==> src/rtl/spi_master_frame.sv <==
// spi_master_frame: SPI mode-0 master that runs one full-duplex frame of
// FRAME_BITS bits per accepted start request.
//
// Optional feature: define SPI_LSB_FIRST_EN to shift LSB first on both sdo
// and sdi (rx_data stays LSB-first ordered). Timing is identical either way.
//
// Handshake: start is a request, accepted only on a clk edge where the FSM is
// IDLE; busy is high from the cycle after acceptance until the DONE cycle, and
// start seen in any other state (including DONE) is dropped, not queued.
// done is a one-cycle pulse in the DONE cycle, and rx_data is valid from that
// cycle on.
module spi_master_frame #(
    parameter int FRAME_BITS = 32,
    parameter int CLK_DIV    = 4
) (
    input  logic                  clk,
    input  logic                  reset,
    input  logic                  start,
    input  logic [FRAME_BITS-1:0] tx_data,
    output logic [FRAME_BITS-1:0] rx_data,
    output logic                  busy,
    output logic                  done,
    output logic                  sck,
    output logic                  cs_n,
    output logic                  sdo,
    input  logic                  sdi
);

    localparam int HW = $clog2(CLK_DIV + 1);
    localparam int BW = $clog2(FRAME_BITS + 1);
    localparam logic [HW-1:0] H_LAST = HW'(CLK_DIV - 1);
    localparam logic [BW-1:0] B_ALL  = BW'(FRAME_BITS);

    typedef enum logic [2:0] {
        S_IDLE  = 3'd0,
        S_SETUP = 3'd1,
        S_HIGH  = 3'd2,
        S_LOW   = 3'd3,
        S_DONE  = 3'd4
    } state_t;

    state_t                state, state_next;
    logic [HW-1:0]         hcnt, hcnt_next;
    logic [BW-1:0]         bit_cnt;
    logic [FRAME_BITS-1:0] tx_sr, rx_sr;
    logic [FRAME_BITS-1:0] tx_shifted, rx_shifted;
    logic                  half_end;
    logic                  accept;
    logic                  enter_high;
    logic                  high_to_low;

    assign half_end    = (hcnt == H_LAST);
    assign accept      = (state == S_IDLE) && start;
    assign enter_high  = (state_next == S_HIGH) && (state != S_HIGH);
    assign high_to_low = (state == S_HIGH) && (state_next == S_LOW);

    // sdo comes straight off the end of the tx shift register, so it is a
    // flop output and simply holds once the shifting stops.
`ifdef SPI_LSB_FIRST_EN
    assign tx_shifted = {1'b0, tx_sr[FRAME_BITS-1:1]};
    assign rx_shifted = {sdi, rx_sr[FRAME_BITS-1:1]};
    assign sdo        = tx_sr[0];
`else
    assign tx_shifted = {tx_sr[FRAME_BITS-2:0], 1'b0};
    assign rx_shifted = {rx_sr[FRAME_BITS-2:0], sdi};
    assign sdo        = tx_sr[FRAME_BITS-1];
`endif

    // State and half-period counter registers.
    always_ff @(posedge clk or posedge reset) begin
        if (reset) begin
            state <= S_IDLE;
            hcnt  <= '0;
        end else begin
            state <= state_next;
            hcnt  <= hcnt_next;
        end
    end

    // Next-state logic: every non-idle phase except DONE lasts CLK_DIV cycles.
    always_comb begin
        state_next = state;
        hcnt_next  = '0;
        case (state)
            S_IDLE: begin
                if (start) state_next = S_SETUP;
            end
            S_SETUP, S_HIGH, S_LOW: begin
                hcnt_next = half_end ? '0 : hcnt + 1'b1;
                if (half_end) begin
                    if (state == S_SETUP)      state_next = S_HIGH;
                    else if (state == S_HIGH)  state_next = S_LOW;
                    else if (bit_cnt < B_ALL)  state_next = S_HIGH;
                    else                       state_next = S_DONE;
                end
            end
            S_DONE: state_next = S_IDLE;
            default: state_next = S_IDLE;
        endcase
    end

    // Registered pin/status outputs, decoded from the state being entered.
    always_ff @(posedge clk or posedge reset) begin
        if (reset) begin
            sck  <= 1'b0;
            cs_n <= 1'b1;
            busy <= 1'b0;
            done <= 1'b0;
        end else begin
            sck  <= (state_next == S_HIGH);
            cs_n <= (state_next == S_IDLE) || (state_next == S_DONE);
            busy <= (state_next == S_SETUP) || (state_next == S_HIGH) ||
                    (state_next == S_LOW);
            done <= (state_next == S_DONE);
        end
    end

    // Shift datapath: capture on accept, sample sdi on sck rise, advance sdo
    // on sck fall while bits remain, publish rx_data on entry to DONE.
    always_ff @(posedge clk or posedge reset) begin
        if (reset) begin
            tx_sr   <= '0;
            rx_sr   <= '0;
            rx_data <= '0;
            bit_cnt <= '0;
        end else begin
            if (accept) begin
                tx_sr   <= tx_data;
                bit_cnt <= '0;
            end
            if (enter_high) begin
                rx_sr   <= rx_shifted;
                bit_cnt <= bit_cnt + 1'b1;
            end
            if (high_to_low && (bit_cnt < B_ALL)) begin
                tx_sr <= tx_shifted;
            end
            if (state_next == S_DONE) begin
                rx_data <= rx_sr;
            end
        end
    end

endmodule

==> config.mk <==
export PLATFORM = sky130hd
export DESIGN_NAME = spi_master_frame
export DESIGN_NICKNAME = d
export VERILOG_FILES = /design/src/rtl/spi_master_frame.sv
export SDC_FILE = /design/constraint.sdc
export NUM_CORES = 1
export LEC_CHECK = 0
export ABC_AREA = 1
export BUFFER_PORTS_ARGS = -buffer_cell sky130_fd_sc_hd__buf_2
export CORE_ASPECT_RATIO = 1.25
export CORE_MARGIN = 5
export CORE_UTILIZATION = 45
export DETAILED_ROUTE_END_ITERATION = 8
export GPL_ROUTABILITY_DRIVEN = 0
export MAX_ROUTING_LAYER = met4
export PLACE_DENSITY = 0.66
export REMOVE_ABC_BUFFERS = 1
export SYNTH_ARGS = -nofsm -noshare
export SYNTH_HDL_FRONTEND = slang
export SYNTH_SLANG_ARGS = --single-unit
==> constraint.sdc <==
create_clock -name clk -period 4.8 [get_ports clk]
set_clock_uncertainty 0.15 [all_clocks]
set_input_delay 0.24 -clock clk [delete_from_list [all_inputs] [get_ports clk]]
set_output_delay 0.24 -clock clk [all_outputs]
set_load 0.01 [all_outputs]
==> metrics.yaml <==
status:
  status: "completed"
final_layout:
  final_cell_mix: "nand2_1, dfrtp_1, nand3_1, buf_2, dlygate4sd3_1"
  n_antenna_cell: 0
  areaGrowthSynthToFinish_pct: 22.0
  multi_input_area_um2: 1640
  final_util_pct: 56.4
  final_common_cell: "nand2_1"
  drive_gt1_share_pct: 17.1
  fin_area_um2: 5700
  stdcell_count: 756
  fin_nets: 661
  nFillCells: 885
  ff_latch_area_um2: 2800
global_routing:
  grtUsageTotal_pct: 18.1
  grt_pass1_vias: 3831
  grt_overflow_total: 0
  grt_util_met1_pct: 23.1
  grtUsageMet2_pct: 29.1
  grt_max_degree: 60
  grt.met3_usage_pct: 3.42
  busiest_layer: "met2"
  antenna_found_initial: 0
  grt_pass1_wl_um: 17700
floorplan:
  core_area_um2: 10100
  io_pins: 73
  fp-row-count: 41
  die_x_um: 101
  die_h_um: 124
  dieArea_um2: 12500
  initial_core_util_pct: 46.2
worst_setup_path:
  end_kind: "register"
  arrival_ns: 2.47
  crit_path_cell_trace: "inv_1 > nand3_1 > buf_4 > nor2_1 > nand2_1 > nand2_1 > inv_1 > nand2_1 > nand3_1"
  cpMostUsedCell: "nand2_1"
  slowest_stage: "inv_1"
  start_kind: "register"
  path_delay_family: "buffers and inverters"
  path_buf_inv: 3
  worstSetupPathType: "register to register"
  crit_fanout: 39
  cp.required_ns: 4.92
  cpPeakStageDelay_ns: 0.68
synthesis:
  yosysUniqueCellTypes: 25
  netlist_area_um2: 4670
  netlist_instances: 531
  synth_fa_ha_area_share_pct: 0.536
  synthFlopType: "dfrtp_1"
  synthMuxAreaShare_pct: 0
  ys_warn_count: 0
  synthSimpleGateAreaFrac_pct: 30.0
  syn_area_per_cell_um2: 8.79
  synth_top_family_by_area: "simple AND/OR/NAND/NOR gates"
  synth-async-reset-ratio_pct: 100
  synth_compound_area_share_pct: 3.89
  ys_ff_latch: 112
  synth_edf_count: 0
  synth_xor_area_share_pct: 0.751
  yosysSeqAreaShare_pct: 60.1
route:
  routed_wl_um: 10200
  drt_iter0_markers: 184
  antenna_left: 0
  viasPerCell: 4.93
  vias: 3727
  wl_per_cell_um: 13.5
  firstDrtPassIters: 4
  drc: 0
clocking:
  ctsHoldBuffers: 34
  ctsResizeCount: 0
  cts_buffers: 9
  postCtsSetupBuffers: 0
  clkTransAtPathRegs_ns: 0.07
  htree_levels: 3
  clkLatencyLatePin_ns: 0.34
  clkSinkCount: 112
  cts_buffer_depth: 2
  cts_tree: "yes"
  cts-root-buf: "clkbuf_16"
run:
  maxCapViolations: 0
timing:
  period_needed_ns: 2.35
  max_freq_ghz: 0.425
  setup_violations: 0
  worst_pin_slew_ns: 0.939
  relSlewSlack_pct: 37.3
  maxSlewViolCount: 0
  finalHoldViolCount: 0
  fin_crit_sh_pct: 49.0
  rsz0062_at_grt: "no"
  fin_setup_tns_ns: 0
place:
  dpl_cell_area_um2: 5070
  port-buffer-count: 72
  post-dp-hpwl_um: 6060
  dp.cells: 707
pwr:
  powerDensity_nw_per_um2: 305
  p_total_w: 0.00174
  p_leak_nw: 3.05
  ir_drop_uv: 217
hold_path:
  hp-class: "primary input to register"
==> kinds of logic (layout without fill, tap and decap cells) <==
logic type / after synthesis / in the layout
AND/OR/NAND/NOR: 332 / 332
flip-flops: 112 / 112
buffers and inverters: 46 / 142
AO/OA/AOI/OAI: 35 / 35
XOR/XNOR: 4 / 4
adder cells (fa/ha/maj): 2 / 2
==> registers in the layout (all words and copies together), names as in the netlist <==
signal / flops
hcnt: 3
tx_sr: 32
rx_sr: 32
done: 1
bit_cnt: 6
state: 3
rx_data: 32
sck: 1
busy: 1
cs_n: 1
==> where the power goes <==
group / internal [W] / switching, W
combinational: 0.0000297 / 0.0000279
clock: 0.000416 / 0.000318
sequential: 0.000946 / 0.00000214
total: 0.00139 / 0.000348
==> worst paths after layout <==
| kind | startpoint | to | slack (ns) | depth (start not counted) |
|---|---|---|---|---|
| max in group asynchronous | reset | rx_data[29] | 2.89 | 4 |
| worst min-delay path | start | state[0] | 0.22 | 3 |
| worst max-delay path | state[2] | tx_sr[1] | 2.45 | 9 |
| worst min register to register | hcnt[0] | hcnt[0] | 0.28 | 1 |
| min in group asynchronous | reset | tx_sr[31] | 0.43 | 3 |
| worst max register to register | state[2] | tx_sr[1] | 2.45 | 9 |
==> synth_stat cells (2+ instances only) <==
cell      count  share of area, %
nor2_1        7              0.56
buf_2        13               1.4
ha_1          2              0.54
dfrtp_1     111                60
xor2_1        3              0.56
nand3b_1      2              0.32
buf_6         4              0.97
inv_2         3              0.24
inv_1        13               1.0
buf_1         2              0.16
nand3_1      77               8.3
nand2_1     234                19
nor2_2        4              0.54
o21ai_0      32               3.4
nand3_2       4              0.86
clkbuf_1     10              0.80
nand2_2       2              0.27
==> layout make-up <==
cell class              instances  area share (%)
clock buffers                  12            4.33
clock inverters                 3           0.747
repair buffers                111            13.0
well taps                     129            2.83
inverters                      16            1.10
multi-input cells             373            28.8
flip-flops and latches        112            49.2
==> metrics by stage <==
stage	hold slack, ns	worst slack, ns
finish	0.221	2.45
global route	0.244	2.14
CTS	0.230	2.42
detailed placement	0.236	2.42
global placement	0.232	2.49
floorplan	0.223	1.45
==> tightest hold or removal path, stage by stage <==
cell and delay (ns):
buf_2 0.11, nand3_2 0.18, nand2_2 0.12
==> layer usage <==
metal  vias to the layer above  part of all wire, %
met5                         -                    0
met4                         0                  1.2
met3                         9                  4.9
met2                        92                   47
met1                      1757                   47
li1                       1869                    -
Note: power is estimated with default switching activity, not from simulation.
